`src/rtl/mprj_logic_high_seq.sv`:
```
// ---------------------------------------------------------------------------
// mprj_logic_high_seq
//
// Purpose:
//   Sequenced logic-high enable source for the user project area. The block
//   drives CHANNELS groups of CH_WIDTH enable bits. A group is released only
//   after the user-domain power-good has been synchronised and then seen
//   high for PG_DEBOUNCE consecutive cycles. Groups are released one at a
//   time, STAGGER cycles apart, so that the enable nets do not all switch
//   on the same edge. Loss of power-good drops everything at once. A
//   software hold forces the enables down and keeps them down.
//
// Ports:
//   wb_clk_i    in   1                    clock
//   wb_rst_i    in   1                    synchronous active-high reset
//   pwr_good_i  in   1                    user-domain power good (async)
//   hold_i      in   1                    software hold (ramp-down, block)
//   HI          out  CHANNELS*CH_WIDTH    enable bits, channel n at
//                                         [n*CH_WIDTH +: CH_WIDTH]
//   ch_en_o     out  CHANNELS             per-channel enable mask
//   ready_o     out  1                    all channels enabled
//   state_o     out  3                    IDLE=0 DEBOUNCE=1 RAMP=2 ON=3
//                                         RAMPDN=4
//
// Configuration macro:
//   MPRJ_LOGIC_HIGH_RAMPDN_EN
//     defined   : hold_i in RAMP/ON clears channels one at a time, highest
//                 first, STAGGER cycles apart (state RAMPDN).
//     undefined : hold_i in RAMP/ON clears every channel on the next edge;
//                 RAMPDN is never entered.
// ---------------------------------------------------------------------------
module mprj_logic_high_seq #(
    parameter int CHANNELS    = 4,
    parameter int CH_WIDTH    = 32,
    parameter int STAGGER     = 16,
    parameter int PG_DEBOUNCE = 8
) (
    input  logic                         wb_clk_i,
    input  logic                         wb_rst_i,
    input  logic                         pwr_good_i,
    input  logic                         hold_i,
    output logic [CHANNELS*CH_WIDTH-1:0] HI,
    output logic [CHANNELS-1:0]          ch_en_o,
    output logic                         ready_o,
    output logic [2:0]                   state_o
);

    // Both counters share one width, sized for the larger of the two limits.
    localparam int CNT_MAX_INT = (STAGGER > PG_DEBOUNCE) ? STAGGER : PG_DEBOUNCE;
    localparam int CW          = $clog2(CNT_MAX_INT + 1);

    localparam logic [CW-1:0] CNT_MAX = CW'(CNT_MAX_INT);
    localparam logic [CW-1:0] DEB_LIM = CW'(PG_DEBOUNCE);
    localparam logic [CW-1:0] STG_LIM = CW'(STAGGER);

    typedef enum logic [2:0] {
        IDLE     = 3'd0,
        DEBOUNCE = 3'd1,
        RAMP     = 3'd2,
        ON       = 3'd3,
        RAMPDN   = 3'd4
    } state_t;

    state_t               state_q, state_d;
    logic [CHANNELS-1:0]  chEn_q, chEn_d;
    logic                 ready_q, ready_d;
    logic [CW-1:0]        debCnt_q, debCnt_d;
    logic [CW-1:0]        stgCnt_q, stgCnt_d;
    logic                 pgMeta_q, pgSync_q;

    logic [CW-1:0]        debInc;
    logic [CW-1:0]        stgInc;
    logic                 doRelease;
    logic                 doHold;

    // Counters stop at their maximum rather than wrapping back to zero.
    function automatic logic [CW-1:0] satInc(input logic [CW-1:0] v);
        return (v == CNT_MAX) ? v : v + CW'(1);
    endfunction

    // pwr_good_i comes from another power domain; two flops bring it into
    // the wb_clk_i domain before any decision is made on it.
    always_ff @(posedge wb_clk_i) begin
        if (wb_rst_i) begin
            pgMeta_q <= 1'b0;
            pgSync_q <= 1'b0;
        end else begin
            pgMeta_q <= pwr_good_i;
            pgSync_q <= pgMeta_q;
        end
    end

    // Sequencer state, enable mask, ready flag and both counters.
    always_ff @(posedge wb_clk_i) begin
        if (wb_rst_i) begin
            state_q  <= IDLE;
            chEn_q   <= '0;
            ready_q  <= 1'b0;
            debCnt_q <= '0;
            stgCnt_q <= '0;
        end else begin
            state_q  <= state_d;
            chEn_q   <= chEn_d;
            ready_q  <= ready_d;
            debCnt_q <= debCnt_d;
            stgCnt_q <= stgCnt_d;
        end
    end

    // Next-state logic. The enable mask is always a thermometer code
    // (channels 0..k on), so ramping up is a shift-in of a one and ramping
    // down is a shift-right; the highest enabled channel is always the one
    // that goes next.
    always_comb begin
        state_d   = state_q;
        chEn_d    = chEn_q;
        ready_d   = ready_q;
        debCnt_d  = debCnt_q;
        stgCnt_d  = stgCnt_q;
        debInc    = satInc(debCnt_q);
        stgInc    = satInc(stgCnt_q);
        doRelease = 1'b0;
        doHold    = 1'b0;

        if ((state_q != IDLE) && !pgSync_q) begin
            // Losing power good overrides hold and any ramp in progress.
            state_d  = IDLE;
            chEn_d   = '0;
            ready_d  = 1'b0;
            debCnt_d = '0;
            stgCnt_d = '0;
        end else begin
            case (state_q)
                IDLE: begin
                    chEn_d   = '0;
                    ready_d  = 1'b0;
                    debCnt_d = '0;
                    stgCnt_d = '0;
                    // The cycle that leaves IDLE already has pg_s high, so
                    // it counts as the first debounce cycle.
                    if (pgSync_q && !hold_i) begin
                        debCnt_d = CW'(1);
                        if (CW'(1) >= DEB_LIM) begin
                            doRelease = 1'b1;
                        end else begin
                            state_d = DEBOUNCE;
                        end
                    end
                end

                DEBOUNCE: begin
                    if (hold_i) begin
                        state_d  = IDLE;
                        debCnt_d = '0;
                    end else begin
                        debCnt_d = debInc;
                        if (debInc >= DEB_LIM) begin
                            doRelease = 1'b1;
                        end
                    end
                end

                RAMP: begin
                    if (hold_i) begin
                        doHold = 1'b1;
                    end else begin
                        stgCnt_d = stgInc;
                        if (stgInc >= STG_LIM) begin
                            chEn_d   = (chEn_q << 1) | CHANNELS'(1);
                            stgCnt_d = '0;
                            if (chEn_d[CHANNELS-1]) begin
                                state_d = ON;
                                ready_d = 1'b1;
                            end
                        end
                    end
                end

                ON: begin
                    if (hold_i) begin
                        doHold = 1'b1;
                    end
                end

`ifdef MPRJ_LOGIC_HIGH_RAMPDN_EN
                // Once started the ramp-down runs to completion even if
                // hold_i is released part way through.
                RAMPDN: begin
                    stgCnt_d = stgInc;
                    if (stgInc >= STG_LIM) begin
                        chEn_d   = chEn_q >> 1;
                        stgCnt_d = '0;
                        if (chEn_d == '0) begin
                            state_d = IDLE;
                        end
                    end
                end
`endif

                default: begin
                    state_d  = IDLE;
                    chEn_d   = '0;
                    ready_d  = 1'b0;
                    debCnt_d = '0;
                    stgCnt_d = '0;
                end
            endcase

            // Debounce satisfied: channel 0 goes on and the stagger timer
            // starts from zero. A single-channel build is done straight away.
            if (doRelease) begin
                chEn_d   = CHANNELS'(1);
                debCnt_d = '0;
                stgCnt_d = '0;
                if (CHANNELS == 1) begin
                    state_d = ON;
                    ready_d = 1'b1;
                end else begin
                    state_d = RAMP;
                end
            end

            if (doHold) begin
                ready_d  = 1'b0;
                stgCnt_d = '0;
                debCnt_d = '0;
`ifdef MPRJ_LOGIC_HIGH_RAMPDN_EN
                chEn_d = chEn_q >> 1;
                if (chEn_d == '0) begin
                    state_d = IDLE;
                end else begin
                    state_d = RAMPDN;
                end
`else
                chEn_d  = '0;
                state_d = IDLE;
`endif
            end
        end
    end

    // Every bit of a group follows its channel's mask bit.
    for (genvar g = 0; g < CHANNELS; g++) begin : g_hi
        assign HI[g*CH_WIDTH +: CH_WIDTH] = {CH_WIDTH{chEn_q[g]}};
    end

    assign ch_en_o = chEn_q;
    assign ready_o = ready_q;
    assign state_o = state_q;

endmodule
```
`config.mk`:
```
export PLATFORM = sky130hd
export DESIGN_NAME = mprj_logic_high_seq
export DESIGN_NICKNAME = d
export VERILOG_FILES = /design/src/rtl/mprj_logic_high_seq.sv
export SDC_FILE = /design/constraint.sdc
export NUM_CORES = 1
export LEC_CHECK = 0
export CAP_MARGIN = 20
export CELL_PAD_IN_SITES_DETAIL_PLACEMENT = 1
export CELL_PAD_IN_SITES_GLOBAL_PLACEMENT = 1
export CORE_UTILIZATION = 26
export DETAILED_ROUTE_END_ITERATION = 7
export PLACE_DENSITY = 0.89
export SKIP_CTS_REPAIR_TIMING = 1
export SLEW_MARGIN = 15
export SYNTH_ARGS = -nofsm -noshare
export SYNTH_HDL_FRONTEND = slang
export SYNTH_SLANG_ARGS = --single-unit
```
`constraint.sdc`:
```
create_clock -name wb_clk_i -period 5.5 [get_ports wb_clk_i]
set_input_delay 0.55 -clock wb_clk_i [delete_from_list [all_inputs] [get_ports wb_clk_i]]
set_output_delay 0.55 -clock wb_clk_i [all_outputs]
set_load 0.01 [all_outputs]
```
# ---- Yosys cells after proc, flatten, opt, wreduce, memory -nomap -nowiden
# Cells that the tools add are included.
dict set report word_totals {
  reg_bits 20
  latchBits 0
  mem_bits_rw 0
  romBits 0
  inputBits 4
  n_memories 0
}
dict set report op_classes {
  add_sub_neg 2
  multipliers 0
  n_div 0
  order_cmp 2
  n_eq_ne 17
  shifts 0
  n_mux 30
  n_bitwise 2
  reduce_logical 16
}
# cell n
set op_table {}
lappend op_table {{2-to-1 mux 5 bit} 5}
lappend op_table {{2-to-1 mux 3 bit} 5}
lappend op_table {{inequality test 3 bit (second input constant)} 5}
lappend op_table {{one-hot mux 5 bit (3 select lines)} 1}
lappend op_table {{2-to-1 mux 1 bit} 12}
lappend op_table {{inequality test 2 bit (second input constant)} 6}
lappend op_table {{one-hot mux 3 bit (4 select lines)} 1}
lappend op_table {{AND reduction 6 bit} 2}
lappend op_table {{adder 5 x 1 -> 5 bit (second input constant)} 2}
lappend op_table {{equality test 5 bit (second input constant)} 2}
lappend op_table {{one-hot mux 5 bit (2 select lines)} 1}
lappend op_table {{2-to-1 mux 4 bit} 2}
lappend op_table {{one-hot mux 4 bit (2 select lines)} 1}
lappend op_table {{equality test 3 x 2 -> 1 bit (second input constant)} 2}
lappend op_table {{AND reduction 3 bit} 2}
lappend op_table {{>= comparator 5 x 4 -> 1 bit (second input constant)} 1}
lappend op_table {{>= comparator 5 bit (second input constant)} 1}
lappend op_table {{AND reduction 4 bit} 1}
lappend op_table {{OR reduction 2 bit} 2}
lappend op_table {{OR reduction 4 bit} 1}
lappend op_table {{equality test 3 x 1 -> 1 bit (second input constant)} 1}
lappend op_table {{zero test 3 bit} 1}
lappend op_table {{nonzero test 3 bit} 1}
lappend op_table {{OR reduction 3 bit} 1}
lappend op_table {{7 further kinds} 10}

# ---- Longest topological paths before layout
# Gate-level depths: netlist of run 1.
dict set report logic_depth {
  ltp_word 9
  ltp_mapped 6
  depth_no_buf 6
}

# ---- Least setup slack after synthesis of run 1
# OpenSTA, ideal clock, no wires.
dict set report synth_timing {
  path_type {flip-flop to flip-flop}
  startpoint {register debCnt_q[0]}
  endpoint {register debCnt_q[0]}
  setup_time_ps 86
  arrival_time_ps 1649
  required_time_ps 5414
  path_slack_ps 3765
  path_stages_with_launch 7
  path_cell_list {dfxtp_1 inv_1 ha_1 nor4bb_1 or4b_1 a31o_2 a211oi_1}
}
dict set report synth_between {
  elab_chain_cells 8
  elab_cells_between_ends 11
  classes_between {add/sub (1); order compare (1); eq/ne (1); mux (7); reduce/logical (1)}
}
# element line_no
set synth_lines {}
lappend synth_lines {{start, declared} 67} ;# logic [CW-1:0] debCnt_q, debCnt_d;
lappend synth_lines {{start signal, assigned} 105} ;# debCnt_q <= debCnt_d;
lappend synth_lines {{adder 5 x 1 -> 5 bit / equality test 5 bit (equally long branches)} 78} ;# return (v == CNT_MAX) ? v : v + CW'(1);
lappend synth_lines {{2-to-1 mux 5 bit *} 78}
lappend synth_lines {{>= comparator 5 x 4 -> 1 bit} 157} ;# if (debInc >= DEB_LIM) begin
lappend synth_lines {{2-to-1 mux 1 bit} 157}
lappend synth_lines {{2-to-1 mux 1 bit} 152} ;# if (hold_i) begin
lappend synth_lines {{2-to-1 mux 1 bit} 133} ;# case (state_q)
lappend synth_lines {{2-to-1 mux 1 bit} 125} ;# if ((state_q != IDLE) && !pgSync_q) begin
lappend synth_lines {{OR reduction 4 bit (no line)} -}
# Mark *: on every way between the ends. The rest lies on a longest branch, timed or not. The select of a mux whose other input is x is not followed.
# A chain may end at the register's enable or synchronous reset.

# ---- Final worst setup path of run 1
dict set report layout_timing {
  startpoint {register chEn_q[0], in the netlist ch_en_o[0]}
  endpoint {output port HI[13]}
}
# element line_no
set layout_lines {}
lappend layout_lines {{start, declared} 65} ;# logic [CHANNELS-1:0] chEn_q, chEn_d;
lappend layout_lines {{start signal, assigned} 103} ;# chEn_q <= chEn_d;
lappend layout_lines {{end, declared} 42} ;# output logic [CHANNELS*CH_WIDTH-1:0] HI,
# No word-level cell between the ends.

==> impl_results.md, run 1 <==
- Reg clk slew, reported paths: approximately 0.07 ns
- Crit share post-route: between 40% and 50%
- Status: finished, final reports clean
- CP delay by family, top: flip-flops
- Total power divided by cell area: ~100 nW/um^2
- CTS Buf Count: 3
- Die W: 90.9 um
- Root Driver: clkbuf_8
- Reg2reg setup slack: between 3 and 4 ns
- Mapped Nets: approximately 270
- Wire per inst: around 13 um
- Syn Inst Count: 258
- Syn-to-layout area delta: 27.3%
- NetSw: slightly above 0.06 mW
- Internal power: ~0.19 mW
- Core area: about 7700 um^2
- Grt ovf: 0
- Non-Filler Instances: about 370
- CTS Sinks: 19
- Switching fraction of total power: between 20% and 30%
- Share of layout cells above drive strength 1: 4.55%
- First-pass GRT wire length: about 7100 um
- Initial core utilization: about a quarter
- Worst Tran Pin Value: 1.03 ns
- Vias in the first global route: between 1000 and 1500
- Crit path required time: 4.95 ns
- Routed WL: roughly 4700 um
- Diode count: 0
- CTS max path bufs: 2
- H-tree depth: 1
- Largest net degree at the start of global routing: 38
- Clk pwr share: about 40%
- Post-synth ARST share: 0%
- TNS Setup: 0 ns
- Setup crit end kind: output port
- Cells along the critical path: clkdlybuf4s50_1
- Sequential share of power: a little over half
- Max-slew violations: 0
- Place WS: 3.00 ns
- NumNets Final: 273
- CP max stage delay: 1.00 ns
- Tot GR Track Use: 10.4%
- Final setup viols: 0
- Final GP Congestion: around 0.76
- HP Start: pgMeta_q$_SDFF_PP0_
- Initial antenna violation count: 0
- Std cell rows: 32
- Area contributors post-synth: buf_4 47%, dfxtp_1 19%, nor3_1 2.7%
- Post-route setup slack: a little under 3 ns
- Seq/Total Area, Yosys: a little under a fifth
- Count of cell types in the netlist: 44
- Post-DP HPWL: 3440 um
- Drt initial violations: between 40 and 50
- Vias per cell: about 4.2
- Worst Hold Path EP: pgSync_q$_SDFF_PP0_
- Peak VDD IR: 88.2 uV
- Fill cells: 893
- Mean Syn Cell Area: around 8 um^2
- Worst-skew pair later-pin latency: roughly 0.27 ns
- Post-synth top area share: a little under half
- Part of the power in combinational logic: 5.1%
- DRC Markers: 0
- YS warnings: 0
- Post-Syn Area: ~2100 um^2
- Via count: between 1500 and 2000
- Worst Path Arrival: just under 2 ns
- Number of synthesized flops with an enable pin: 0
- Seq cells post-synth: 19
- Inst Count DP: approximately 360
- CTS tree: done
- R2R depth: 3
- RR Endpoint: debCnt_q[2]$_SDFFE_PP0P_
- Yosys top cell by area: buf_4
- TritonRoute pass-1 iters: 4
- Worst r2r src: state_o[0]$_SDFFE_PP0P_
- Top FF cell, synth: dfxtp_1
- IO Pins: 140
- Highest clock rate: roughly 400 MHz
- Worst Clk Skew: ~0.010 ns
- Bufs and invs on worst path: 1
- Crit. Startpoint: ch_en_o[0]$_SDFFE_PP0P_
- Die area: approximately 8300 um^2
- Port Buf Inserts: roughly 140
- Kind of critical path: register to output port
- Number of cells on the worst hold path: 1
- Final core utilization: roughly 34%
- Critical Path Source Type: register
- Leakage: around 0.86 nW
- Worst-path cell with the longest stage delay: dfxtp_1
- Crit path time final: about 2.5 ns
- Worst hold-check path type: register to register
- RSZ-0062 raised after global routing: false
- Slew HR: 31.5%
- Die height: just over 90 um
- Post-DRT Antenna Nets: 0
- Max_cap viols: 0
- Peak fanout along the critical path: 35
- Final Hold Fails: 0
[cell type report]
cell class                 count  area [um^2]  share of cell area [%]
clock buffer                   3         41.3                    1.58
sequential                    19          380                    14.5
tap                          102          128                    4.88
clock inverter                 1         5.00                   0.191
timing repair buffer         139         1400                    53.4
multi-input combinational     96          643                    24.6
inverter                       6         22.5                   0.861
[routing by layer]
metal	global-route usage, %	part of all wire [%]	up-vias
met4	1.98	0.98	0
met5	0	0	-
li1	-	-	745
met1	11.8	42	724
met3	2.86	6.5	9
met2	19.3	51	66
[sequential cells by signal, summed over array words and instances (netlist names)]
signal and cells:
ch_en_o 4, debCnt_q 5, pgMeta_q 1, pgSync_q 1, ready_o 1, state_o 2, stgCnt_q 5
[power groups by stage]
stage / combinational, mW / clock (mW) / sequential [mW]
finish: 0.0131 / 0.102 / 0.140
global route: 0.0143 / 0.111 / 0.140
CTS: 0.0131 / 0.105 / 0.140
detailed placement: 0.0131 / 0 / 0.143
global placement: 0.0125 / 0 / 0.143
floorplan: 0.00906 / 0 / 0.142
[cells in the mapped netlist, drive strengths merged (3+ instances only)]
library cell,instances
a21o,3
or4b,3
clkbuf,5
inv,6
ha,4
nor2b,4
o21ai,6
nand3,10
buf,132
nor3,11
nor2,6
nand2,9
a211oi,8
a21oi,5
dfxtp,19
[logic make-up after synthesis]
kind of cell | after synthesis | share of synthesized area [%]
simple gates | 53 | 14.8
xor+xnor | 1 | 0.426
mux | 1 | 1.10
compound gates | 36 | 12.4
fa+ha+maj | 4 | 2.44
flops | 19 | 18.5
other cells | 1 | 0.183
buf+inv | 143 | 50.2
[per-stage QoR]
step,instance area [um^2],power [mW],hold slack (ns)
final,2620,0.255,0.438
after CTS,2600,0.258,0.444
after detailed placement,2550,0.157,0.426
after global placement,2550,0.156,0.426
after global routing,2620,0.266,0.465
after floorplan,2050,0.152,0.414
[placed cells by master, fill, tap and decap left out, drive strengths merged, types with 2 or more instances in the layout]
cell type,Yosys,final
a2111oi,2,2
nor3,11,11
nor2b,4,4
a21oi,5,5
o21ai,6,6
o21a,2,2
a211oi,8,8
nand3,10,10
nand2,9,9
ha,4,4
dfxtp,19,19
clkbuf,5,3
a31o,2,2
nor2,6,6
clkdlybuf4s50,0,138
inv,6,6
a21o,3,3
or4b,3,3
or3b,2,2
[how the worst max path moves through the flow]
stage,endpoint,slack (ns),cells after the start
3_5_place_dp,debCnt_q[2]$_SDFFE_PP0P_,3.00,4
6_report,HI[13],2.98,1
4_1_cts,ch_en_o[2],2.89,1
5_1_grt,HI[38],2.82,1
2_1_floorplan,debCnt_q[0]$_SDFFE_PP0P_,3.77,6
3_3_place_gp,debCnt_q[2]$_SDFFE_PP0P_,3.04,4
(Power assumes the default switching activity.)
==> inputs of run 2 (changes only) <==
--- a/config.mk
+++ b/config.mk
@@ -8,9 +8,9 @@
 export CAP_MARGIN = 20
 export CELL_PAD_IN_SITES_DETAIL_PLACEMENT = 1
 export CELL_PAD_IN_SITES_GLOBAL_PLACEMENT = 1
-export CORE_UTILIZATION = 26
+export CORE_UTILIZATION = 24
 export DETAILED_ROUTE_END_ITERATION = 7
-export PLACE_DENSITY = 0.89
+export PLACE_DENSITY = 0.83
 export SKIP_CTS_REPAIR_TIMING = 1
 export SLEW_MARGIN = 15
 export SYNTH_ARGS = -nofsm -noshare
==> constraint.sdc (replaced) <==
create_clock -name wb_clk_i -period 2.5 [get_ports wb_clk_i]
set_input_delay 0.25 -clock wb_clk_i [delete_from_list [all_inputs] [get_ports wb_clk_i]]
set_output_delay 0.25 -clock wb_clk_i [all_outputs]
set_load 0.01 [all_outputs]
==> run 2 against run 1 <==
  * Worst hold slack better by 0.022 ns
  * Design area up 1.2%
  * Power up 120%
  * Clock skew down 0.0057 ns
==> impl_results.md, run 2 (synthesis results as in run 1) <==
- Status: finished, final reports clean
- Root Driver: clkbuf_8
- Area taken by flip-flops and latches: 380 um^2 (unchanged)
- Total power divided by cell area: 210 nW/um^2 (+120%)
- Reg clk slew, reported paths: 0.07 ns (about the same)
- Post-route setup slack: 0.539 ns (-2.44 ns)
- Drt initial violations: 43 (unchanged)
- CTS Buf Count: 3 (unchanged)
- Worst Clk Skew: 0.00476 ns (-0.00567 ns)
- Number of cells on the worst hold path: 1 (unchanged)
- Post-DP HPWL: 3670 um (+6.7%)
- Slew HR: 52.9% (+21 points)
- Crit share post-route: between 70% and 80%
- Port Buf Inserts: 138 (unchanged)
- Initial core utilization: 24.9% (-1.8 points)
- Tot GR Track Use: 9.90% (-0.48 points)
- RR Endpoint: stgCnt_q[1]$_SDFFE_PP0P_
- Leakage: 0.879 nW (+2.6%)
- Kind of critical path: register to register
- Peak VDD IR: 170 uV (+93%)
- R2R depth: 5 (+2)
- Core area: 8260 um^2 (+7.4%)
- Most common cell after layout, fill and taps aside: clkdlybuf4s50_1
- Worst r2r src: debCnt_q[0]$_SDFFE_PP0P_
- Max-slew violations: 0 (unchanged)
- Crit path required time: 2.67 ns (-2.28 ns)
- Place WS: 0.545 ns (-2.45 ns)
- Crit. Startpoint: debCnt_q[0]$_SDFFE_PP0P_
- Non-Filler Instances: 374 (+2.2%)
- H-tree depth: 1 (unchanged)
- Die area: 8930 um^2 (+8.1%)
- Highest clock rate: around 510 MHz
- TNS Setup: 0 ns (unchanged)
- Routed WL: 4890 um (+3.7%)
- Diode count: 0 (unchanged)
- Fill cells: 966 (+8.2%)
- Vias in the first global route: 1342 (+1.3%)
- CTS max path bufs: 2 (unchanged)
- Syn-to-layout area delta: 28.9%
- Peak fanout along the critical path: 14 (-60%)
- Final setup viols: 0 (unchanged)
- Worst-path cell with the longest stage delay: dfxtp_1
- TritonRoute pass-1 iters: 4 (unchanged)
- CTS Sinks: 19 (unchanged)
- Critical Path Source Type: register
- NumNets Final: 278 (+1.8%)
- Area of the multi-input gates: 643 um^2 (unchanged)
- Worst Tran Pin Value: 0.697 ns (-0.329 ns)
- Via count: 1557 (+0.84%)
- HP Start: pgMeta_q$_SDFF_PP0_
- Vias per cell: 4.16 (-1.3%)
- Final GP Congestion: 0.781 (+2.1%)
- Final Hold Fails: 0 (unchanged)
- First-pass GRT wire length: 7200 um (+0.67%)
- Crit path time final: between 1.5 and 2 ns
- Wire per inst: 13.1 um (+1.5%)
- Share of layout cells above drive strength 1: 5.95% (+1.4 points)
- Most frequent cells in the layout: 138 x clkdlybuf4s50_1, 19 x dfxtp_1, 11 x nor3_1
- Worst hold-check path type: register to register
- Worst Path Arrival: 2.13 ns (+0.16 ns)
- Worst-skew pair later-pin latency: 0.26 ns (about the same)
- Initial antenna violation count: 0 (unchanged)
- CP max stage delay: 0.47 ns (-0.53 ns)
- Inst Count DP: 370 (+2.5%)
- Die height: 94.5 um (+4.0%)
- Post-DRT Antenna Nets: 0 (unchanged)
- IO Pins: 140 (unchanged)
- Cells along the critical path: ha_1 -> nand3_1 -> o22ai_1 -> and4bb_1 -> a211oi_1
- DRC Markers: 0 (unchanged)
- Worst Hold Path EP: pgSync_q$_SDFF_PP0_
- Std cell rows: 33 (+3.1%)
- CTS tree: done
- RSZ-0062 raised after global routing: false
- Grt ovf: 0 (unchanged)
- Max_cap viols: 0 (unchanged)
- Largest net degree at the start of global routing: 38 (unchanged)
- Setup crit end kind: register
- Reg2reg setup slack: 0.54 ns (-2.95 ns)
- Die W: 94.5 um (+4.0%)
-- run 2: routing by layer --
layer | vias up | global-route usage (%) | routed length, um
li1 | 761 | - | -
met1 | 728 | 11.8 | 2070
met2 | 66 | 18.7 | 2480
met3 | 2 | 2.17 | 334
met4 | 0 | 0.758 | 4
met5 | - | 0 | 0
-- run 2: final cells by class --
type | count | area share, %
multi-input combinational | 96 | 24.3
timing repair buffer | 144 | 53.8
clock buffer | 4 | 1.70
tap | 105 | 4.96
inverter | 6 | 0.850
sequential | 19 | 14.4
-- run 2: how the worst max path moves through the flow --
stage	end	slack, ns	cells past startpoint
floorplan	debCnt_q[0]$_SDFFE_PP0P_	0.77	6
global placement	debCnt_q[2]$_SDFFE_PP0P_	0.59	4
finish	stgCnt_q[1]$_SDFFE_PP0P_	0.54	5
CTS	stgCnt_q[1]$_SDFFE_PP0P_	0.53	5
global route	state_o[0]$_SDFFE_PP0P_	0.34	5
detailed placement	stgCnt_q[1]$_SDFFE_PP0P_	0.55	5
-- run 2: report_power, final --
group | switching, mW | internal [mW] | leakage, nW
registers | 0.00340 | 0.305 | 0.153
logic | 0.0175 | 0.0132 | 0.703
clock network | 0.105 | 0.113 | 0.0228
-- run 2: critical path, delay by kind of cell, from the launching register on --
family	cells	cell delay, ns
AND/OR/NAND/NOR	2	0.57
AO/OA/AOI/OAI	2	0.51
flip-flops	1	0.47
adder cells (fa/ha/maj)	1	0.31
-- run 2: stage by stage --
stage                     cell area (um^2)  hold slack [ns]  power (mW)  utilization (%)
after floorplan                       2050            0.322       0.333                -
after global placement                2600            0.422       0.344             31.5
after detailed placement              2600            0.453       0.346             31.5
after CTS                             2650            0.465       0.564             32.1
after global routing                  2650            0.476       0.578             32.1
final                                 2650            0.459       0.557             32.1
==> inputs of run 3 (changes only) <==
--- a/config.mk
+++ b/config.mk
@@ -8,9 +8,9 @@
 export CAP_MARGIN = 20
 export CELL_PAD_IN_SITES_DETAIL_PLACEMENT = 1
 export CELL_PAD_IN_SITES_GLOBAL_PLACEMENT = 1
-export CORE_UTILIZATION = 24
+export CORE_UTILIZATION = 22
 export DETAILED_ROUTE_END_ITERATION = 7
-export PLACE_DENSITY = 0.83
+export PLACE_DENSITY = 0.8
 export SKIP_CTS_REPAIR_TIMING = 1
 export SLEW_MARGIN = 15
 export SYNTH_ARGS = -nofsm -noshare
==> constraint.sdc (replaced) <==
create_clock -name wb_clk_i -period 1.8 [get_ports wb_clk_i]
set_input_delay 0.18 -clock wb_clk_i [delete_from_list [all_inputs] [get_ports wb_clk_i]]
set_output_delay 0.18 -clock wb_clk_i [all_outputs]
set_load 0.01 [all_outputs]
==> run 3 against run 2 <==
  * Sequential share of layout area is 0.54 points lower
  * Non-clock buffer count is 14 higher
  * First-iteration DRC count is 63% higher
  * Critical path type unchanged
  * Setup slack worse by 0.48 ns
  * Highest routed layer is now met3
==> impl_results.md, run 3 (synthesis results as in run 1) <==
- Cells along the critical path: inv_1 -> ha_1 -> nor4bb_1 -> or4b_1 -> a31o_2 -> a211oi_2
- Peak VDD IR: 209 uV (+23%)
- Final setup viols: 0 (unchanged)
- Sequential share of power: 54.3% (-1.0 points)
- RR Endpoint: debCnt_q[0]$_SDFFE_PP0P_
- Tot GR Track Use: 9.33% (-0.58 points)
- Reg2reg setup slack: 0.05 ns (-0.48 ns)
- Most common cell after layout, fill and taps aside: clkdlybuf4s50_1
- Largest net degree at the start of global routing: 38 (unchanged)
- Final GP Congestion: 0.756 (-3.2%)
- Leakage: 0.955 nW (+8.6%)
- Worst r2r src: debCnt_q[0]$_SDFFE_PP0P_
- Std cell rows: 34 (+3.0%)
- Total power divided by cell area: 283 nW/um^2 (+34%)
- Post-DRT Antenna Nets: 0 (unchanged)
- Status: finished, final reports clean
- IO Pins: 140 (unchanged)
- Vias in the first global route: 1420 (+5.8%)
- Critical Path Source Type: register
- Switching fraction of total power: 23.3% (+0.70 points)
- Part of the power in combinational logic: 6.6% (+1.1 points)
- Internal power: 0.601 mW (+39%)
- Wire per inst: 12.9 um (-1.2%)
- Root Driver: clkbuf_8
- TritonRoute pass-1 iters: 4 (unchanged)
- Via count: 1582 (+1.6%)
- NumNets Final: 292 (+5.0%)
- Clk pwr share: 39.1% (about the same)
- Core area: 8890 um^2 (+7.7%)
- Total power: 0.783 mW (+40%)
- Worst Tran Pin Value: 0.529 ns (-0.168 ns)
- Kind of critical path: register to register
- Post-route setup slack: 0.0543 ns (-0.485 ns)
- Setup crit end kind: register
- Initial antenna violation count: 0 (unchanged)
- RSZ-0062 raised after global routing: true
- Place WS: -0.0103 ns (-0.556 ns)
- Grt ovf: 0 (unchanged)
- TNS Setup: 0 ns (unchanged)
- Die height: 98.6 um (+4.4%)
- Worst-path cell with the longest stage delay: or4b_1
- CP endpoint: debCnt_q[0]$_SDFFE_PP0P_
- NetSw: 0.183 mW (+45%)
- Fill cells: 1048 (+8.5%)
- Crit path required time: 1.98 ns (-0.69 ns)
- Routed WL: 5050 um (+3.3%)
- Port Buf Inserts: 138 (unchanged)
- R2R depth: 6 (+1)
- Area taken by flip-flops and latches: 383 um^2 (+0.66%)
- Crit. Startpoint: debCnt_q[0]$_SDFFE_PP0P_
- Vias per cell: 4.05 (-2.8%)
- Final Hold Fails: 0 (unchanged)
- CTS Buf Count: 3 (unchanged)
- Max-slew violations: 0 (unchanged)
- Diode count: 0 (unchanged)
- Die area: 9730 um^2 (+8.9%)
- Share of layout cells above drive strength 1: 12.4% (+6.4 points)
- Highest clock rate: 573 MHz (+12%)
- Drt initial violations: 70 (+63%)
- Reg clk slew, reported paths: 0.07 ns (about the same)
- DRC Markers: 0 (unchanged)
- CTS max path bufs: 2 (unchanged)
- Die W: 98.6 um (+4.4%)
- Max_cap viols: 0 (unchanged)
- CP max stage delay: 0.47 ns (about the same)
- Crit share post-route: 97.0% (+19 points)
- CTS tree: done
- Worst-skew pair later-pin latency: 0.26 ns (about the same)
- Post-DP HPWL: 3910 um (+6.6%)
- Worst hold-check path type: register to register
- CTS Sinks: 19 (unchanged)
- Peak fanout along the critical path: 4 (-10)
- Most frequent cells in the layout: 138 x clkdlybuf4s50_1, 19 x buf_4, 17 x dfxtp_1
- Worst Path Arrival: 1.92 ns (-0.21 ns)
- Slew HR: 64.3% (+11 points)
- H-tree depth: 1 (unchanged)
- Initial core utilization: 23.1% (-1.8 points)
- Area of the multi-input gates: 648 um^2 (+0.78%)
- Worst Clk Skew: 0.00272 ns (-0.00204 ns)
- Number of cells on the worst hold path: 1 (unchanged)
- Crit path time final: 1.75 ns (-0.215 ns)
- First-pass GRT wire length: 7500 um (+4.2%)
- Syn-to-layout area delta: 34.8%
run 3: cell count changes in the layout (fill, tap and decap cells not counted), sizes merged:
cell | previous run | this run
clkinv | 0 | 1
buf | 6 | 20
clkbuf | 4 | 3
run 3: final cells by class:
| type | count | share of cell area [%] |
|---|---|---|
| inverter | 6 | 0.813 |
| timing repair buffer | 158 | 55.4 |
| clock inverter | 1 | 0.181 |
| clock buffer | 3 | 1.49 |
| multi-input combinational | 96 | 23.4 |
| sequential | 19 | 13.8 |
| tap | 108 | 4.88 |
run 3: worst min path at each step:
stage | from | endpoint | slack [ns]
floorplan | wb_rst_i | pgMeta_q$_SDFF_PP0_ | 0.25
global placement | pgMeta_q$_SDFF_PP0_ | pgSync_q$_SDFF_PP0_ | 0.42
detailed placement | pgMeta_q$_SDFF_PP0_ | pgSync_q$_SDFF_PP0_ | 0.44
CTS | pgMeta_q$_SDFF_PP0_ | pgSync_q$_SDFF_PP0_ | 0.46
global route | pgMeta_q$_SDFF_PP0_ | pgSync_q$_SDFF_PP0_ | 0.47
finish | pgMeta_q$_SDFF_PP0_ | pgSync_q$_SDFF_PP0_ | 0.45
run 3: critical path, delay by kind of cell (launching register included):
family	cells	cell delay (ns)
AOI/OAI and AO/OA	2	0.42
DFF	1	0.36
and+or+nand+nor	2	0.64
adders and majority gates	1	0.19
buffers and inverters	1	0.05
run 3: metal layers:
layer  part of all wire, %  up-vias  track usage, %
met5                     0        -               0
met4                     0        0           0.574
met3                   5.5        0            2.91
met2                    55       56            18.7
met1                    40      747            9.85
li1                      -      779               -
run 3: metrics by stage:
stage / instance area, um^2 / instances / hold WS, ns / utilization (%)
after floorplan: 2050 / 258 / 0.252 / -
after CTS: 2760 / 391 / 0.456 / 31.0
after detailed placement: 2710 / 387 / 0.441 / 30.5
after global routing: 2770 / 391 / 0.468 / 31.2
after global placement: 2710 / 387 / 0.422 / 30.5
final: 2770 / 391 / 0.449 / 31.2
run 3: power by group through the flow:
stage | combinational [mW] | sequential [mW] | clock [mW]
floorplan | 0.0277 | 0.435 | 0
global placement | 0.0489 | 0.435 | 0
detailed placement | 0.0511 | 0.435 | 0
CTS | 0.0514 | 0.425 | 0.314
global route | 0.0561 | 0.426 | 0.329
finish | 0.0514 | 0.425 | 0.306
